--- config.mk ---
export PLATFORM = sky130hd
export DESIGN_NAME = code_converter_sweeper_flat
export DESIGN_NICKNAME = d
export VERILOG_FILES = /design/src/rtl/code_converter_sweeper_if.sv /design/src/rtl/code_converter_sweeper.sv /design/src/flat_wrapper.sv
export SDC_FILE = /design/constraint.sdc
export NUM_CORES = 1
export LEC_CHECK = 0
export ABC_CLOCK_PERIOD_IN_PS = 2400
export CAP_MARGIN = 20
export CORE_MARGIN = 3
export CORE_UTILIZATION = 50
export CTS_CLUSTER_SIZE = 20
export DETAILED_ROUTE_END_ITERATION = 8
export PLACE_DENSITY = 0.78
export REMOVE_ABC_BUFFERS = 1
export SYNTH_ARGS = -nofsm -noshare
export SYNTH_HDL_FRONTEND = slang
export SYNTH_SLANG_ARGS = --single-unit
--- constraint.sdc ---
create_clock -name clk -period 2.4 [get_ports clk]
set_input_delay 0.48 -clock clk [delete_from_list [all_inputs] [get_ports clk]]
set_output_delay 0.48 -clock clk [all_outputs]
set_load 0.05 [all_outputs]
--- src/rtl/code_converter_sweeper_if.sv ---
// code_converter_sweeper_if: converter pins, sweep control and result signals of the sweeper.
interface code_converter_sweeper_if;
  logic       start;
  logic       abort;
  logic       a, b, c, d;
  logic       x, y, z, w;
  logic       busy;
  logic       done;
  logic       pass;
  logic [4:0] err_cnt;
  logic       first_err_valid;
  logic [3:0] first_err_code;
  modport master (
    input  start, abort, x, y, z, w,
    output a, b, c, d, busy, done, pass, err_cnt, first_err_valid, first_err_code
  );
  modport slave (
    output start, abort, x, y, z, w,
    input  a, b, c, d, busy, done, pass, err_cnt, first_err_valid, first_err_code
  );
endinterface

--- src/rtl/code_converter_sweeper.sv ---
// code_converter_sweeper: sweeps codes 0..LAST_CODE through an excess-3 converter and checks code+3.
module code_converter_sweeper #(
  parameter int         SETTLE    = 2,
  parameter logic [3:0] LAST_CODE = 4'd9
) (
  input logic                          clk,
  input logic                          rst_n,
  code_converter_sweeper_if.master     bus
);
  typedef enum logic [1:0] {IDLE, DRIVE, SAMPLE, DONE} state_t;
  localparam logic [3:0] SETTLE_M1 = 4'(SETTLE - 1);
  state_t     r_state, w_next;
  logic [3:0] r_code, r_settle, r_fec;
  logic [4:0] r_err_cnt;
  logic       r_pass, r_fev;
  logic       w_go, w_busy, w_mis;
  assign w_go   = bus.start && !bus.abort;
  assign w_busy = (r_state == DRIVE) || (r_state == SAMPLE);
  // an abort in SAMPLE suppresses that cycle's comparison
  assign w_mis  = (r_state == SAMPLE) && !bus.abort && ({bus.x, bus.y, bus.z, bus.w} != r_code + 4'd3);
  always_ff @(posedge clk or negedge rst_n)
    if (!rst_n) r_state <= IDLE;
    else        r_state <= w_next;
  always_comb begin
    w_next = r_state == IDLE   ? (w_go ? DRIVE : IDLE) :
             r_state == DONE   ? IDLE :
             bus.abort         ? IDLE :
             r_state == DRIVE  ? (r_settle == SETTLE_M1 ? SAMPLE : DRIVE) :
                                 (r_code == LAST_CODE ? DONE : DRIVE);
  end
  always_ff @(posedge clk or negedge rst_n)
    if (!rst_n) begin
      r_code    <= '0;
      r_settle  <= '0;
      r_err_cnt <= '0;
      r_fev     <= 1'b0;
      r_fec     <= '0;
      r_pass    <= 1'b0;
    end else begin
      if (r_state == IDLE && w_go) begin
        r_code    <= '0;
        r_settle  <= '0;
        r_err_cnt <= '0;
        r_fev     <= 1'b0;
        r_fec     <= '0;
        r_pass    <= 1'b0;
      end
      if (r_state == DRIVE) r_settle <= r_settle + 4'd1;
      if (r_state == SAMPLE && w_next == DRIVE) begin
        r_code   <= r_code + 4'd1;
        r_settle <= '0;
      end
      if (w_mis) begin
        r_err_cnt <= r_err_cnt + 5'd1;
        if (!r_fev) begin
          r_fev <= 1'b1;
          r_fec <= r_code;
        end
      end
      if (w_next == DONE) r_pass <= (r_err_cnt == 5'd0) && !w_mis;
      if (w_busy && bus.abort) r_pass <= 1'b0;
    end
  always_comb begin
    bus.busy                       = w_busy;
    bus.done                       = r_state == DONE;
    {bus.a, bus.b, bus.c, bus.d}   = w_busy ? r_code : 4'd0;
    bus.pass                       = r_pass;
    bus.err_cnt                    = r_err_cnt;
    bus.first_err_valid            = r_fev;
    bus.first_err_code             = r_fec;
  end
endmodule

--- src/flat_wrapper.sv ---
// flat-port wrapper written by rule: the top's interface ports become plain ports
module code_converter_sweeper_flat 
#(
  parameter int         SETTLE    = 2,
  parameter logic [3:0] LAST_CODE = 4'd9
)
  (clk, rst_n, bus_start, bus_abort, bus_x, bus_y, bus_z, bus_w, bus_a, bus_b, bus_c, bus_d, bus_busy, bus_done, bus_pass, bus_err_cnt, bus_first_err_valid, bus_first_err_code);
  code_converter_sweeper_if bus_i ();
  input logic clk;
  input logic rst_n;
  input wire logic [$bits(bus_i.start)-1:0] bus_start;
  input wire logic [$bits(bus_i.abort)-1:0] bus_abort;
  input wire logic [$bits(bus_i.x)-1:0] bus_x;
  input wire logic [$bits(bus_i.y)-1:0] bus_y;
  input wire logic [$bits(bus_i.z)-1:0] bus_z;
  input wire logic [$bits(bus_i.w)-1:0] bus_w;
  output wire logic [$bits(bus_i.a)-1:0] bus_a;
  output wire logic [$bits(bus_i.b)-1:0] bus_b;
  output wire logic [$bits(bus_i.c)-1:0] bus_c;
  output wire logic [$bits(bus_i.d)-1:0] bus_d;
  output wire logic [$bits(bus_i.busy)-1:0] bus_busy;
  output wire logic [$bits(bus_i.done)-1:0] bus_done;
  output wire logic [$bits(bus_i.pass)-1:0] bus_pass;
  output wire logic [$bits(bus_i.err_cnt)-1:0] bus_err_cnt;
  output wire logic [$bits(bus_i.first_err_valid)-1:0] bus_first_err_valid;
  output wire logic [$bits(bus_i.first_err_code)-1:0] bus_first_err_code;
  assign bus_i.start = bus_start;
  assign bus_i.abort = bus_abort;
  assign bus_i.x = bus_x;
  assign bus_i.y = bus_y;
  assign bus_i.z = bus_z;
  assign bus_i.w = bus_w;
  assign bus_a = bus_i.a;
  assign bus_b = bus_i.b;
  assign bus_c = bus_i.c;
  assign bus_d = bus_i.d;
  assign bus_busy = bus_i.busy;
  assign bus_done = bus_i.done;
  assign bus_pass = bus_i.pass;
  assign bus_err_cnt = bus_i.err_cnt;
  assign bus_first_err_valid = bus_i.first_err_valid;
  assign bus_first_err_code = bus_i.first_err_code;
  code_converter_sweeper #(.SETTLE(SETTLE), .LAST_CODE(LAST_CODE)) u_core (.clk(clk), .rst_n(rst_n), .bus(bus_i));
endmodule
==> impl_metrics.json, run 1 <==
{
  "status": "finished clean",
  "tightest_slew_ns": 0.538,
  "layout-drive-gt1-share_pct": 12.1,
  "cts_sinks": 21,
  "netlist_instances": 128,
  "r2r_cells": 7,
  "powerDensity_nw_per_um2": 532,
  "synthDistinctLibCells": 35,
  "arrival_ns": 1.69,
  "first_pass_iters": 4,
  "r2r_end": "u_core.bus.pass",
  "cts.repair.resized": 0,
  "die_h_um": 56.4,
  "hold_violations": 0,
  "diodes": 0,
  "async_flop_share_pct": 100,
  "avgRoutedWirePerCell_um": 14.6,
  "regToRegSetupSlack_ns": 0.35,
  "vias": 1018,
  "ys_ff_latch": 21,
  "path_clk_slew_ns": 0.11,
  "grt_max_degree": 22,
  "io_buffers": 24,
  "relSlewSlack_pct": 63.6,
  "rsz0062_at_grt": "no",
  "drc": 0,
  "syn-cell-area_um2": 1270,
  "busiest_layer": "met2",
  "cellLeakagePower_nw": 0.689,
  "clockRootBuffer": "clkbuf_4",
  "min_path_type": "reg -> reg",
  "fmax_mhz": 460,
  "timing.rr.start": "u_core.r_state[1]",
  "boundaryPins": 25,
  "crit_fanout": 3,
  "cts_tree": "built",
  "use_met2_pct": 32.1,
  "startpoint": "u_core.r_state[1]",
  "slew_viol_final": 0,
  "hold_slack_ns": 0.504,
  "dieArea_um2": 3180,
  "setup_viol": 0,
  "clk_latency_ns": 0.30,
  "syn_area_per_cell_um2": 9.90,
  "gr-usage-all-layers_pct": 19.0,
  "cts_buffers": 3,
  "hold_path_depth": 1,
  "worst-setup-path-type": "reg -> out",
  "start_util_pct": 55.2,
  "num_rows": 17,
  "vias_per_cell": 5.50,
  "drv_cap": 0,
  "overflow": 0,
  "dp_hpwl_um": 2100,
  "cts_setup_buffers": 0,
  "ctsHoldBuffers": 0,
  "seq_area_frac_synth_pct": 41.5,
  "area_growth_pct": 24.2,
  "place.gp.congestion": 0.769,
  "first_global_vias": 1019,
  "fin_crit_ns": 2.17,
  "grt_pass1_wl_um": 4720,
  "cts_buffer_depth": 2,
  "fin_crit_sh_pct": 90.5,
  "setup_tns_ns": 0,
  "die_w_um": 56.4,
  "worst_ep_required_time_ns": 1.92,
  "grt_use_met1_pct": 24.2,
  "ys_warn_count": 0,
  "antenna_found_initial": 0,
  "grt_use_met3_pct": 2.76,
  "slowest_stage": "clkdlybuf4s50_1",
  "coreArea_um2": 2300,
  "ant_nets": 0,
  "whs_endpoint": "u_core.r_settle[3]",
  "crit_chain": "ha_1, clkdlybuf4s50_1",
  "synth_edf_count": 0,
  "hold_path.startpoint": "u_core.r_settle[3]",
  "end_kind": "output port",
  "wl_um": 2710,
  "fin_nets": 177,
  "fillers": 192,
  "critPathMaxStageDelay_ns": 0.82,
  "synth-main-ff-cell": "dfrtp_1",
  "startpoint_type": "register",
  "h-tree-depth": 1,
  "drt_iter0_drc": 29,
  "skew_ns": 0.00349,
  "vdd_drop_max_mv": 0.358
}
## worst max path at each step
stage | depth (start not counted) | slack [ns] | endpoint
2_1_floorplan | 7 | 0.20 | u_core.bus.err_cnt[2]
3_3_place_gp | 7 | 0.10 | u_core.bus.err_cnt[2]
3_5_place_dp | 7 | 0.08 | u_core.bus.err_cnt[2]
4_1_cts | 2 | 0.20 | bus_done
5_1_grt | 7 | 0.16 | u_core.bus.pass
6_report | 2 | 0.23 | bus_done
## routing by layer
metal | wire, um | up-vias
met1 | 1210 | 495
met3 | 97 | 4
li1 | - | 503
met4 | 42 | 0
met5 | 0 | -
met2 | 1360 | 16
## cell usage after synthesis (2+ instances only)
cell type | n | share of area (%)
o21ai_0 | 7 | 2.8
nor2b_1 | 4 | 2.0
nor2_1 | 5 | 1.5
mux2_2 | 2 | 1.8
xor2_1 | 3 | 2.1
and2_1 | 6 | 3.0
o2bb2ai_1 | 2 | 1.4
dfrtp_1 | 21 | 41
mux2i_1 | 4 | 3.2
clkbuf_1 | 2 | 0.59
nand3b_1 | 2 | 1.2
nand2_1 | 10 | 3.0
nor4bb_1 | 2 | 1.6
ha_1 | 11 | 11
nand3_1 | 9 | 3.6
a21oi_1 | 3 | 1.2
nand2b_1 | 2 | 0.99
inv_1 | 10 | 3.0
a211oi_1 | 2 | 1.2
xnor2_1 | 6 | 4.1
## power by group
group	switching (W)	total (W)	leakage (nW)	internal, W
registers	0.0000440	0.000433	0.288	0.000389
clock network	0.000108	0.000173	0.0150	0.0000649
logic	0.000128	0.000231	0.386	0.000103
total	0.000280	0.000837	0.689	0.000557
## state kept, by name, summed over array words and instances, names as in the netlist
register / count
u_core.bus.first_err_valid: 1
u_core.bus.first_err_code: 4
u_core.r_state: 2
u_core.r_settle: 4
u_core.bus.pass: 1
u_core.r_code: 4
u_core.bus.err_cnt: 5
## kinds of logic after synthesis
kind of cell | after synthesis | synth area share [%]
and+or+nand+nor | 45 | 19.7
DFF | 21 | 41.5
xor gates and xnor gates | 9 | 6.22
adders and majority gates | 11 | 10.9
muxes | 6 | 4.94
buffers and inverters | 14 | 4.54
AOI/OAI and AO/OA | 22 | 12.2
## layout make-up
type / instances / area, um^2 / area share [%]
Clock buffer: 4 / 26.3 / 1.67
Tap cell: 28 / 35.0 / 2.23
Sequential cell: 21 / 526 / 33.4
Inverter: 10 / 37.5 / 2.38
Timing Repair Buffer: 29 / 265 / 16.9
Multi-Input combinational cell: 93 / 684 / 43.5
## stage by stage
stage          total power, W  instances  worst slack [ns]  util (%)  instance area, um^2
6_report             0.000837        185             0.228      68.5                 1570
5_1_grt              0.000899        185             0.165      68.5                 1570
4_1_cts              0.000849        185             0.196      68.5                 1570
3_5_place_dp         0.000673        181            0.0779      67.4                 1550
3_3_place_gp         0.000659        181             0.102      67.4                 1550
2_1_floorplan        0.000594        124             0.200         -                 1250
## worst max-delay path, delay by kind of cell (launching register included)
kind	cells	cell delay (ns)
fa+ha+maj	1	0.18
buf+inv	1	0.82
flops	1	0.39
## cell usage in the layout, fill, tap and decap left out, drive strengths merged, types with 3 or more instances in the layout
master,instances
and2,6
dfrtp,21
a21oi,3
inv,10
buf,10
ha,11
nand3,9
xnor2,6
nor2b,4
clkdlybuf4s50,19
nand2,10
xor2,3
mux2i,4
o21ai,7
nor2,6
clkbuf,4
(Power assumes the default switching activity.)
==> run 2: changes to the inputs <==
--- a/config.mk
+++ b/config.mk
@@ -6,13 +6,13 @@
 export NUM_CORES = 1
 export LEC_CHECK = 0
 export ABC_CLOCK_PERIOD_IN_PS = 2400
-export CAP_MARGIN = 20
 export CORE_MARGIN = 3
 export CORE_UTILIZATION = 50
 export CTS_CLUSTER_SIZE = 20
 export DETAILED_ROUTE_END_ITERATION = 8
 export PLACE_DENSITY = 0.78
 export REMOVE_ABC_BUFFERS = 1
+export SKIP_CTS_REPAIR_TIMING = 1
 export SYNTH_ARGS = -nofsm -noshare
 export SYNTH_HDL_FRONTEND = slang
 export SYNTH_SLANG_ARGS = --single-unit
==> results of run 2 <==
No change in the layout: final DEF, timing and power equal those of run 1.
==> run 3: changes to the inputs <==
--- a/config.mk
+++ b/config.mk
@@ -6,6 +6,7 @@
 export NUM_CORES = 1
 export LEC_CHECK = 0
 export ABC_CLOCK_PERIOD_IN_PS = 2400
+export CAP_MARGIN = 0
 export CORE_MARGIN = 3
 export CORE_UTILIZATION = 50
 export CTS_CLUSTER_SIZE = 20
==> results of run 3 <==
No change in the layout: final DEF, timing and power equal those of run 1.
